## src/rtl/imm_gen_stream.sv

```systemverilog
// RISC-V immediate generator with a valid/ready stream interface.
// A 2-entry (output + skid) buffer lets decode stall without losing instructions.
module imm_gen_stream #(
   parameter int unsigned XLEN  = 32,
   parameter int unsigned CNT_W = 16
) (
   input  logic             clk,
   input  logic             reset,
   input  logic             in_valid,
   output logic             in_ready,
   input  logic [31:0]      inst_code,
   output logic             out_valid,
   input  logic             out_ready,
   output logic [XLEN-1:0]  imm_out,
   output logic [2:0]       imm_fmt,
   output logic             illegal,
   output logic [CNT_W-1:0] illegal_cnt
);

   localparam bit Is64 = (XLEN == 64);

   typedef enum logic [2:0] {
      FmtNone    = 3'd0,
      FmtI       = 3'd1,
      FmtS       = 3'd2,
      FmtB       = 3'd3,
      FmtU       = 3'd4,
      FmtJ       = 3'd5,
      FmtShamt   = 3'd6,
      FmtIllegal = 3'd7
   } fmt_e;

   logic [6:0]      opcode;
   logic [2:0]      funct3;
   logic [XLEN-1:0] imm_i, imm_s, imm_b, imm_u, imm_j, imm_sh, imm_sh32;
   logic [XLEN-1:0] dec_imm;
   fmt_e            dec_fmt;
   logic            dec_ill;

   assign opcode   = inst_code[6:0];
   assign funct3   = inst_code[14:12];
   assign imm_i    = XLEN'($signed(inst_code[31:20]));
   assign imm_s    = XLEN'($signed({inst_code[31:25], inst_code[11:7]}));
   assign imm_b    = XLEN'($signed({inst_code[31], inst_code[7], inst_code[30:25],
                                    inst_code[11:8], 1'b0}));
   assign imm_u    = XLEN'($signed({inst_code[31:12], 12'b0}));
   assign imm_j    = XLEN'($signed({inst_code[31], inst_code[19:12], inst_code[20],
                                    inst_code[30:21], 1'b0}));
   assign imm_sh   = Is64 ? XLEN'(inst_code[25:20]) : XLEN'(inst_code[24:20]);
   assign imm_sh32 = XLEN'(inst_code[24:20]);

   always_comb begin
      dec_imm = '0;
      dec_fmt = FmtNone;
      dec_ill = 1'b0;
      case (opcode)
         7'b0000011, 7'b1100111: begin
            dec_imm = imm_i;
            dec_fmt = FmtI;
         end
         7'b0010011: begin
            if (funct3 == 3'b001 || funct3 == 3'b101) begin
               dec_imm = imm_sh;
               dec_fmt = FmtShamt;
            end else begin
               dec_imm = imm_i;
               dec_fmt = FmtI;
            end
         end
         7'b0011011: begin
            if (!Is64) begin
               dec_fmt = FmtIllegal;
               dec_ill = 1'b1;
            end else if (funct3 == 3'b001 || funct3 == 3'b101) begin
               dec_imm = imm_sh32;
               dec_fmt = FmtShamt;
            end else begin
               dec_imm = imm_i;
               dec_fmt = FmtI;
            end
         end
         7'b0100011: begin
            dec_imm = imm_s;
            dec_fmt = FmtS;
         end
         7'b1100011: begin
            dec_imm = imm_b;
            dec_fmt = FmtB;
         end
         7'b0110111, 7'b0010111: begin
            dec_imm = imm_u;
            dec_fmt = FmtU;
         end
         7'b1101111: begin
            dec_imm = imm_j;
            dec_fmt = FmtJ;
         end
         7'b0110011, 7'b0001111, 7'b1110011: dec_fmt = FmtNone;
         7'b0111011: begin
            if (!Is64) begin
               dec_fmt = FmtIllegal;
               dec_ill = 1'b1;
            end
         end
         default: begin
            dec_fmt = FmtIllegal;
            dec_ill = 1'b1;
         end
      endcase
   end

   logic             or_valid_q, or_valid_d;
   logic [XLEN-1:0]  or_imm_q, or_imm_d;
   logic [2:0]       or_fmt_q, or_fmt_d;
   logic             or_ill_q, or_ill_d;
   logic             sk_valid_q, sk_valid_d;
   logic [XLEN-1:0]  sk_imm_q, sk_imm_d;
   logic [2:0]       sk_fmt_q, sk_fmt_d;
   logic             sk_ill_q, sk_ill_d;
   logic [CNT_W-1:0] cnt_q, cnt_d;
   logic             accept, or_free;

   // in_ready is a pure function of the skid flop, so it is glitch-free and registered.
   assign in_ready = !sk_valid_q;
   assign accept   = in_valid && in_ready;
   assign or_free  = !or_valid_q || out_ready;

   always_comb begin
      or_valid_d = or_valid_q;
      or_imm_d   = or_imm_q;
      or_fmt_d   = or_fmt_q;
      or_ill_d   = or_ill_q;
      sk_valid_d = sk_valid_q;
      sk_imm_d   = sk_imm_q;
      sk_fmt_d   = sk_fmt_q;
      sk_ill_d   = sk_ill_q;
      cnt_d      = cnt_q;
      if (or_free) begin
         if (sk_valid_q) begin
            or_valid_d = 1'b1;
            or_imm_d   = sk_imm_q;
            or_fmt_d   = sk_fmt_q;
            or_ill_d   = sk_ill_q;
            sk_valid_d = 1'b0;
         end else if (accept) begin
            or_valid_d = 1'b1;
            or_imm_d   = dec_imm;
            or_fmt_d   = dec_fmt;
            or_ill_d   = dec_ill;
         end else begin
            or_valid_d = 1'b0;
         end
      end else if (accept) begin
         sk_valid_d = 1'b1;
         sk_imm_d   = dec_imm;
         sk_fmt_d   = dec_fmt;
         sk_ill_d   = dec_ill;
      end
      if (accept && dec_ill && (cnt_q != {CNT_W{1'b1}})) begin
         cnt_d = cnt_q + CNT_W'(1);
      end
   end

   always_ff @(posedge clk or posedge reset) begin
      if (reset) begin
         or_valid_q <= 1'b0;
         or_imm_q   <= '0;
         or_fmt_q   <= FmtNone;
         or_ill_q   <= 1'b0;
         sk_valid_q <= 1'b0;
         sk_imm_q   <= '0;
         sk_fmt_q   <= FmtNone;
         sk_ill_q   <= 1'b0;
         cnt_q      <= '0;
      end else begin
         or_valid_q <= or_valid_d;
         or_imm_q   <= or_imm_d;
         or_fmt_q   <= or_fmt_d;
         or_ill_q   <= or_ill_d;
         sk_valid_q <= sk_valid_d;
         sk_imm_q   <= sk_imm_d;
         sk_fmt_q   <= sk_fmt_d;
         sk_ill_q   <= sk_ill_d;
         cnt_q      <= cnt_d;
      end
   end

   assign out_valid   = or_valid_q;
   assign imm_out     = or_imm_q;
   assign imm_fmt     = or_fmt_q;
   assign illegal     = or_ill_q;
   assign illegal_cnt = cnt_q;

endmodule

```

## config.mk

```make
export PLATFORM = sky130hd
export DESIGN_NAME = imm_gen_stream
export DESIGN_NICKNAME = d
export VERILOG_FILES = /design/src/rtl/imm_gen_stream.sv
export SDC_FILE = /design/constraint.sdc
export NUM_CORES = 1
export LEC_CHECK = 0
export ABC_AREA = 0
export BUFFER_PORTS_ARGS = -buffer_cell sky130_fd_sc_hd__buf_4
export CELL_PAD_IN_SITES_DETAIL_PLACEMENT = 1
export CELL_PAD_IN_SITES_GLOBAL_PLACEMENT = 1
export CORE_MARGIN = 2
export CORE_UTILIZATION = 42
export DETAILED_ROUTE_END_ITERATION = 8
export GPL_TIMING_DRIVEN = 0
export PLACE_DENSITY = 0.84
export SYNTH_ARGS = -nofsm -noshare
export SYNTH_HDL_FRONTEND = slang
export SYNTH_SLANG_ARGS = --single-unit
```

## constraint.sdc

```tcl
create_clock -name clk -period 3.6 [get_ports clk]
set_input_delay 0.72 -clock clk [delete_from_list [all_inputs] [get_ports clk]]
set_output_delay 0.72 -clock clk [all_outputs]
set_load 0.02 [all_outputs]
```

==> results of run 1 <==
==> flip-flops by register name, indices dropped and copies added (netlist names) <==
| name | flops |
|---|---|
| sk_valid_q | 1 |
| sk_imm_q | 32 |
| sk_ill_q | 1 |
| out_valid | 1 |
| illegal | 1 |
| sk_fmt_q | 3 |
| imm_fmt | 3 |
| imm_out | 32 |
| illegal_cnt | 16 |
==> worst min path at each step <==
stage                     cells after the start                  endpoint                      from
after floorplan                               2  sk_imm_q[31]$_DFFE_PP0P_  sk_imm_q[31]$_DFFE_PP0P_
after global placement                        2   sk_imm_q[0]$_DFFE_PP0P_   sk_imm_q[0]$_DFFE_PP0P_
after detailed placement                      2  sk_imm_q[17]$_DFFE_PP0P_  sk_imm_q[17]$_DFFE_PP0P_
after CTS                                     2   imm_out[21]$_DFFE_PP0P_                     reset
after global routing                          2   imm_out[24]$_DFFE_PP0P_                     reset
final                                         2   imm_out[21]$_DFFE_PP0P_                     reset
==> power by group through the flow <==
stage	clock network, mW	registers (mW)	logic [mW]
4_1_cts	0.784	1.23	0.651
6_report	0.773	1.23	0.645
2_1_floorplan	0	1.34	0.252
3_3_place_gp	0	1.24	0.623
5_1_grt	0.827	1.25	0.702
3_5_place_dp	0	1.26	0.647
==> synth_stat cells, drive strengths merged (2+ instances only) <==
| library cell | count | area share |
|---|---|---|
| a211oi | 19 | 0.044 |
| a21oi | 28 | 0.032 |
| a221o | 6 | 0.014 |
| a221oi | 8 | 0.016 |
| a22o | 6 | 0.012 |
| a31oi | 2 | 0.0098 |
| and2 | 3 | 0.0043 |
| and3 | 17 | 0.024 |
| and4 | 2 | 0.0040 |
| buf | 7 | 0.013 |
| clkbuf | 21 | 0.018 |
| dfrtp | 90 | 0.52 |
| inv | 3 | 0.0026 |
| nand2 | 62 | 0.054 |
| nand2b | 3 | 0.0043 |
| nand3 | 9 | 0.012 |
| nand3b | 3 | 0.0081 |
| nand4 | 8 | 0.012 |
| nor2 | 37 | 0.035 |
| nor2b | 3 | 0.0043 |
| nor3 | 28 | 0.032 |
| nor3b | 2 | 0.0035 |
| o21ai | 50 | 0.058 |
| o22ai | 2 | 0.0029 |
| o31ai | 2 | 0.0035 |
| or2 | 2 | 0.0029 |
| xnor2 | 10 | 0.020 |
| xor2 | 5 | 0.010 |
==> cells by family (layout without fill, tap and decap cells) <==
kind of cell,after synthesis,after routing
AO/OA/AOI/OAI,127,127
adder cells (fa/ha/maj),1,1
buffers and inverters,32,137
AND/OR/NAND/NOR,183,183
XOR/XNOR,15,15
flip-flops,90,90
multiplexers,2,2
==> layer usage <==
layer | global-route usage | part of all wire | vias to the layer above
met5 | 0 | 0 | -
met3 | 0.03401 | 0.045 | 14
li1 | - | - | 1825
met4 | 0.08553 | 0.015 | 0
met2 | 0.3931 | 0.48 | 104
met1 | 0.3459 | 0.46 | 1996
==> critical path, delay by kind of cell, from the launching register on <==
kind                   cells  cell delay, ns
buffers and inverters      3            0.88
flip-flops                 1            0.45
==> cell type report <==
class                   count  area, um2
fillers                  1210       4762
clock inverters             2      60.06
plain buffers              28      135.1
multi-input cells         328       1947
clock buffers              14      152.6
flip-flops and latches     90       2252
repair buffers             89      688.2
inverters                   4      17.52
well taps                 136      170.2
==> cell usage in the layout (no fill, tap or decap), drive strengths merged, types with 3 or more instances in the layout <==
cell type  instances
xnor2             10
nor2              37
nor3              28
and3              17
and2               3
buf               96
o21ai             50
nand2b             3
a21oi             28
a221o              6
a211oi            19
clkbuf            35
a22o               6
nand2             62
nor2b              3
nand3b             3
dfrtp             90
inv                3
nand3              9
nand4              8
xor2               5
a221oi             8
==> flow_metrics.py, run 1 <==
metrics = {
    "sta": {
        "fin_crit_ns": 2.420,
        "rsz0062_at_grt": "false",
        "hold_ws_ns": 0.4399,
        "slew_headroom": 0.3279,
        "hold_viol_final": 0,
        "setup_viol": 0,
        "fin_crit_sh": 0.6721,
        "fin_setup_tns_ns": 0,
        "timing.fmax_mhz": 413.3,
        "fin_ws_ns": 1.180,
        "slew_viol_final": 0,
        "clock_skew_ns": 0.006982,
        "tightest_slew_ns": 1.000,
    },
    "global_routing": {
        "grt_max_degree": 49,
        "grt_first_pass_wirelength_mm": 21.62,
        "antenna_found_initial": 0,
        "grtUsageTotal": 0.2463,
        "grt_pass1_vias": 4140,
        "overflow": 0,
    },
    "setup_path": {
        "worstSetupStartpoint": "sk_valid_q$_DFFE_PP0P_",
        "r2r_slack_ns": 1.39,
        "slowest_delay_ns": 0.46,
        "ff2ff_path_depth": 6,
        "required_ns": 2.88,
        "crit_path_end_kind": "output port",
        "path_class": "flip-flop to output port",
        "reg2reg_to": "imm_out[14]$_DFFE_PP0P_",
        "critPathSlowestCell": "clkbuf_1",
        "r2r-start": "out_valid$_DFFE_PP0N_",
        "critPathMaxFanout": 10,
        "arrival_ns": 1.70,
        "crit_end": "in_ready",
        "start_kind": "flip-flop",
        "crit_chain": "clkinv_1, clkbuf_1, buf_4",
    },
    "clock_network": {
        "cts_setup_buffers": 0,
        "cts.sinks": 90,
        "root_buffer": "clkbuf_8",
        "cts-htree-levels": 3,
        "cts_tree": "yes",
        "cts_hold_buf": 0,
        "clk_latency_ns": 0.36,
        "clk_pin_slew_worst_paths_ns": 0.09,
        "cts_resized": 0,
        "cts_max_path_buffers": 2,
        "cts-buffers-inserted": 9,
    },
    "logic_synthesis": {
        "synthMuxAreaShare": 0.004891,
        "syn_nets": 487,
        "seq_area_frac_synth": 0.5178,
        "syn_area_um2": 4349,
        "synthFlopType": "dfrtp_1",
        "synth_fa_ha_area_frac": 0.002877,
        "synth_edf_count": 0,
        "avgSynthCellArea_um2": 9.665,
        "ys_warn_count": 0,
        "synthDistinctLibCells": 49,
        "async_reset_ff_frac": 1.000,
        "synth_xor_area_frac": 0.03021,
        "synth_top_family_by_area": "simple AND/OR/NAND/NOR gates",
        "ys_ff_latch": 90,
        "synth_compound_area_frac": 0.2014,
        "synthSimpleGateAreaFrac": 0.2083,
        "synthCells": 450,
    },
    "floorplan": {
        "design.core.area_um2": 10180,
        "io_pins": 90,
        "die_width_um": 105.8,
        "initial_core_util": 0.4270,
        "die_y_um": 105.8,
        "dieArea_um2": 11190,
        "rows": 37,
    },
    "detailed_routing": {
        "drt_iter0_drc": 225,
        "vias": 3939,
        "wl_mm": 13.01,
        "via_per_inst": 5.700,
        "ant_nets": 0,
        "drcViolationCount": 0,
        "post_drt_wl_per_cell_um": 18.83,
        "drt_pass1_iterations": 4,
    },
    "placement": {
        "preCtsSetupSlack_ns": 1.057,
        "gp_congestion": 0.7977,
        "post-place-cells": 675,
        "placed_area_um2": 5210,
        "numPortBuffers": 88,
        "hpwl_mm": 9.610,
    },
    "pwr": {
        "p_leak_nw": 2.434,
        "powerDensity_nw_per_um2": 489.1,
        "power.switching_mw": 0.8395,
        "swShare": 0.3165,
        "finalPower_mw": 2.652,
        "p_clk_frac": 0.292,
        "vdd_drop_max_v": 0.0001875,
        "combPwrFrac": 0.243,
        "seq_power_share": 0.465,
        "p_int_mw": 1.813,
    },
    "finish": {
        "finalInstanceArea_um2": 5423,
        "layout.nets": 587,
        "instances_no_fill": 691,
        "drive_gt1_frac": 0.2342,
        "antennaDiodeCount": 0,
        "post-route-util": 0.5324,
        "syn_to_final_growth_pct": 24.68,
    },
    "job": {
        "drv_cap": 0,
    },
    "hold_path": {
        "hold_class": "primary input to asynchronous set/reset pin",
    },
    "status": {
        "status": "finished, final reports clean",
    },
}
(Power assumes the default switching activity.)
==> run 2: changes to the inputs <==
--- a/config.mk
+++ b/config.mk
@@ -10,10 +10,10 @@
 export CELL_PAD_IN_SITES_DETAIL_PLACEMENT = 1
 export CELL_PAD_IN_SITES_GLOBAL_PLACEMENT = 1
 export CORE_MARGIN = 2
-export CORE_UTILIZATION = 42
+export CORE_UTILIZATION = 38
 export DETAILED_ROUTE_END_ITERATION = 8
 export GPL_TIMING_DRIVEN = 0
-export PLACE_DENSITY = 0.84
+export PLACE_DENSITY = 0.81
 export SYNTH_ARGS = -nofsm -noshare
 export SYNTH_HDL_FRONTEND = slang
 export SYNTH_SLANG_ARGS = --single-unit
==> constraint.sdc (replaced) <==
create_clock -name clk -period 2.1 [get_ports clk]
set_input_delay 0.42 -clock clk [delete_from_list [all_inputs] [get_ports clk]]
set_output_delay 0.42 -clock clk [all_outputs]
set_load 0.02 [all_outputs]
==> run 2 against run 1 <==
  * Via count did not move
  * Highest routed layer unchanged
  * Wire length rose by 2.6%
  * Largest power group unchanged
  * Clock power rose by 110%
  * Critical path depth did not move
  * Critical path type unchanged
==> flow_metrics.py, run 2 (same netlist as run 1, synthesis figures left out) <==
metrics = {
    "sta": {
        "hold_ws_ns": 0.1550,
        "rsz0062_at_grt": "false",
        "slew_viol_final": 0,
        "timing.fmax_mhz": 504.7,
        "tightest_slew_ns": 1.019,
        "fin_crit_ns": 1.981,
        "slew_headroom": 0.3155,
        "fin_setup_tns_ns": 0,
        "hold_viol_final": 0,
        "setup_viol": 0,
        "clock_skew_ns": 0.006756,
        "fin_crit_sh": 0.9435,
    },
    "global_routing": {
        "grt_pass1_vias": 4082,
        "overflow": 0,
        "grt_max_degree": 37,
        "antenna_found_initial": 0,
        "grtUsageTotal": 0.2260,
        "grt_first_pass_wirelength_mm": 22.11,
    },
    "detailed_routing": {
        "drcViolationCount": 0,
        "vias": 3939,
        "drt_iter0_drc": 157,
        "drt_pass1_iterations": 4,
        "ant_nets": 0,
        "wl_mm": 13.34,
        "post_drt_wl_per_cell_um": 19.12,
        "via_per_inst": 5.643,
    },
    "setup_path": {
        "slowest_delay_ns": 0.48,
        "required_ns": 1.68,
        "r2r_slack_ns": 0.20,
        "crit_chain": "clkinv_1, clkbuf_2, buf_4",
        "start_kind": "flip-flop",
        "arrival_ns": 1.56,
        "critPathSlowestCell": "dfrtp_1",
        "crit_path_end_kind": "output port",
        "path_class": "flip-flop to output port",
        "ff2ff_path_depth": 6,
        "reg2reg_to": "imm_out[23]$_DFFE_PP0P_",
        "r2r-start": "out_valid$_DFFE_PP0N_",
        "critPathMaxFanout": 10,
    },
    "finish": {
        "syn_to_final_growth_pct": 27.47,
        "drive_gt1_frac": 0.2523,
        "mostFrequentLayoutCell": "dfrtp_1",
        "antennaDiodeCount": 0,
        "fill_cells": 1276,
        "finalInstanceArea_um2": 5544,
        "layout.nets": 588,
        "mostFrequentLayoutCells": "dfrtp_1, buf_4, nand2_1",
    },
    "clock_network": {
        "cts.sinks": 90,
        "root_buffer": "clkbuf_16",
        "cts_hold_buf": 0,
        "clk_pin_slew_worst_paths_ns": 0.06,
        "cts_max_path_buffers": 2,
        "cts_tree": "yes",
        "cts-htree-levels": 3,
        "cts-buffers-inserted": 9,
        "clk_latency_ns": 0.34,
    },
    "floorplan": {
        "io_pins": 90,
        "die_y_um": 111.0,
        "die_width_um": 111.0,
        "rows": 39,
        "design.core.area_um2": 11270,
        "dieArea_um2": 12320,
        "initial_core_util": 0.3858,
    },
    "pwr": {
        "p_leak_nw": 2.487,
        "vdd_drop_max_v": 0.0004709,
        "finalPower_mw": 4.850,
        "powerDensity_nw_per_um2": 874.8,
    },
    "placement": {
        "numPortBuffers": 88,
        "gp_congestion": 0.7792,
        "placed_area_um2": 5233,
        "hpwl_mm": 9.883,
    },
    "status": {
        "status": "finished, final reports clean",
    },
    "job": {
        "drv_cap": 0,
    },
    "hold_path": {
        "hold_class": "primary input to asynchronous set/reset pin",
    },
}
run 2: critical path: cells and delay by family, from the launching register on:
family / cells / cell delay (ns)
buffers and inverters: 3 / 0.73
flip-flops: 1 / 0.48
run 2: power by group:
part	total, mW	switching (mW)	internal [mW]
Combinational	1.11	0.654	0.459
Clock	1.62	0.665	0.950
Sequential	2.12	0.174	1.95
run 2: stage by stage:
stage               cells  utilization  setup slack [ns]
floorplan             450            -            0.2792
global placement      681       0.4607           -0.1363
detailed placement    683       0.4642           -0.1528
CTS                   698       0.4906          0.005607
global route          698       0.4918           0.03333
finish                698       0.4918            0.1187
run 2: worst max path at each step:
stage                               start  cells past startpoint                         end  slack [ns]
6_report           sk_valid_q$_DFFE_PP0P_                      3                    in_ready        0.12
5_1_grt            sk_valid_q$_DFFE_PP0P_                      3                    in_ready        0.03
4_1_cts             out_valid$_DFFE_PP0N_                      6     sk_imm_q[2]$_DFFE_PP0P_       0.006
3_5_place_dp                 inst_code[3]                      7    sk_imm_q[31]$_DFFE_PP0P_       -0.15
3_3_place_gp                 inst_code[3]                      7     imm_out[31]$_DFFE_PP0P_       -0.14
2_1_floorplan  illegal_cnt[2]$_DFFE_PP0P_                      5  illegal_cnt[1]$_DFFE_PP0P_        0.28
run 2: layer usage:
metal  global-route usage  part of all wire  vias up
met5                    0                 0        -
met4              0.06917             0.017        0
met3              0.04757             0.044       17
li1                     -                 -     1827
met1               0.3161              0.45     2004
met2               0.3550              0.49       91
run 2: area by class of cell:
type,count,area (um2),share of cell area
multi-input cells,328,1959,0.3534
inverters,4,18.77,0.003385
clock buffers,11,242.7,0.04378
clock inverters,4,52.55,0.009479
plain buffers,28,138.9,0.02505
repair buffers,90,700.7,0.1264
well taps,143,178.9,0.03227
flip-flops and latches,90,2252,0.4062
run 2: repair_timing:
action | CTS | global route
gates resized for setup | 1 | 9
pin swaps | 0 | 0
buffers inserted | 0 | 0
endpoints found under the setup margin | 6 | 46
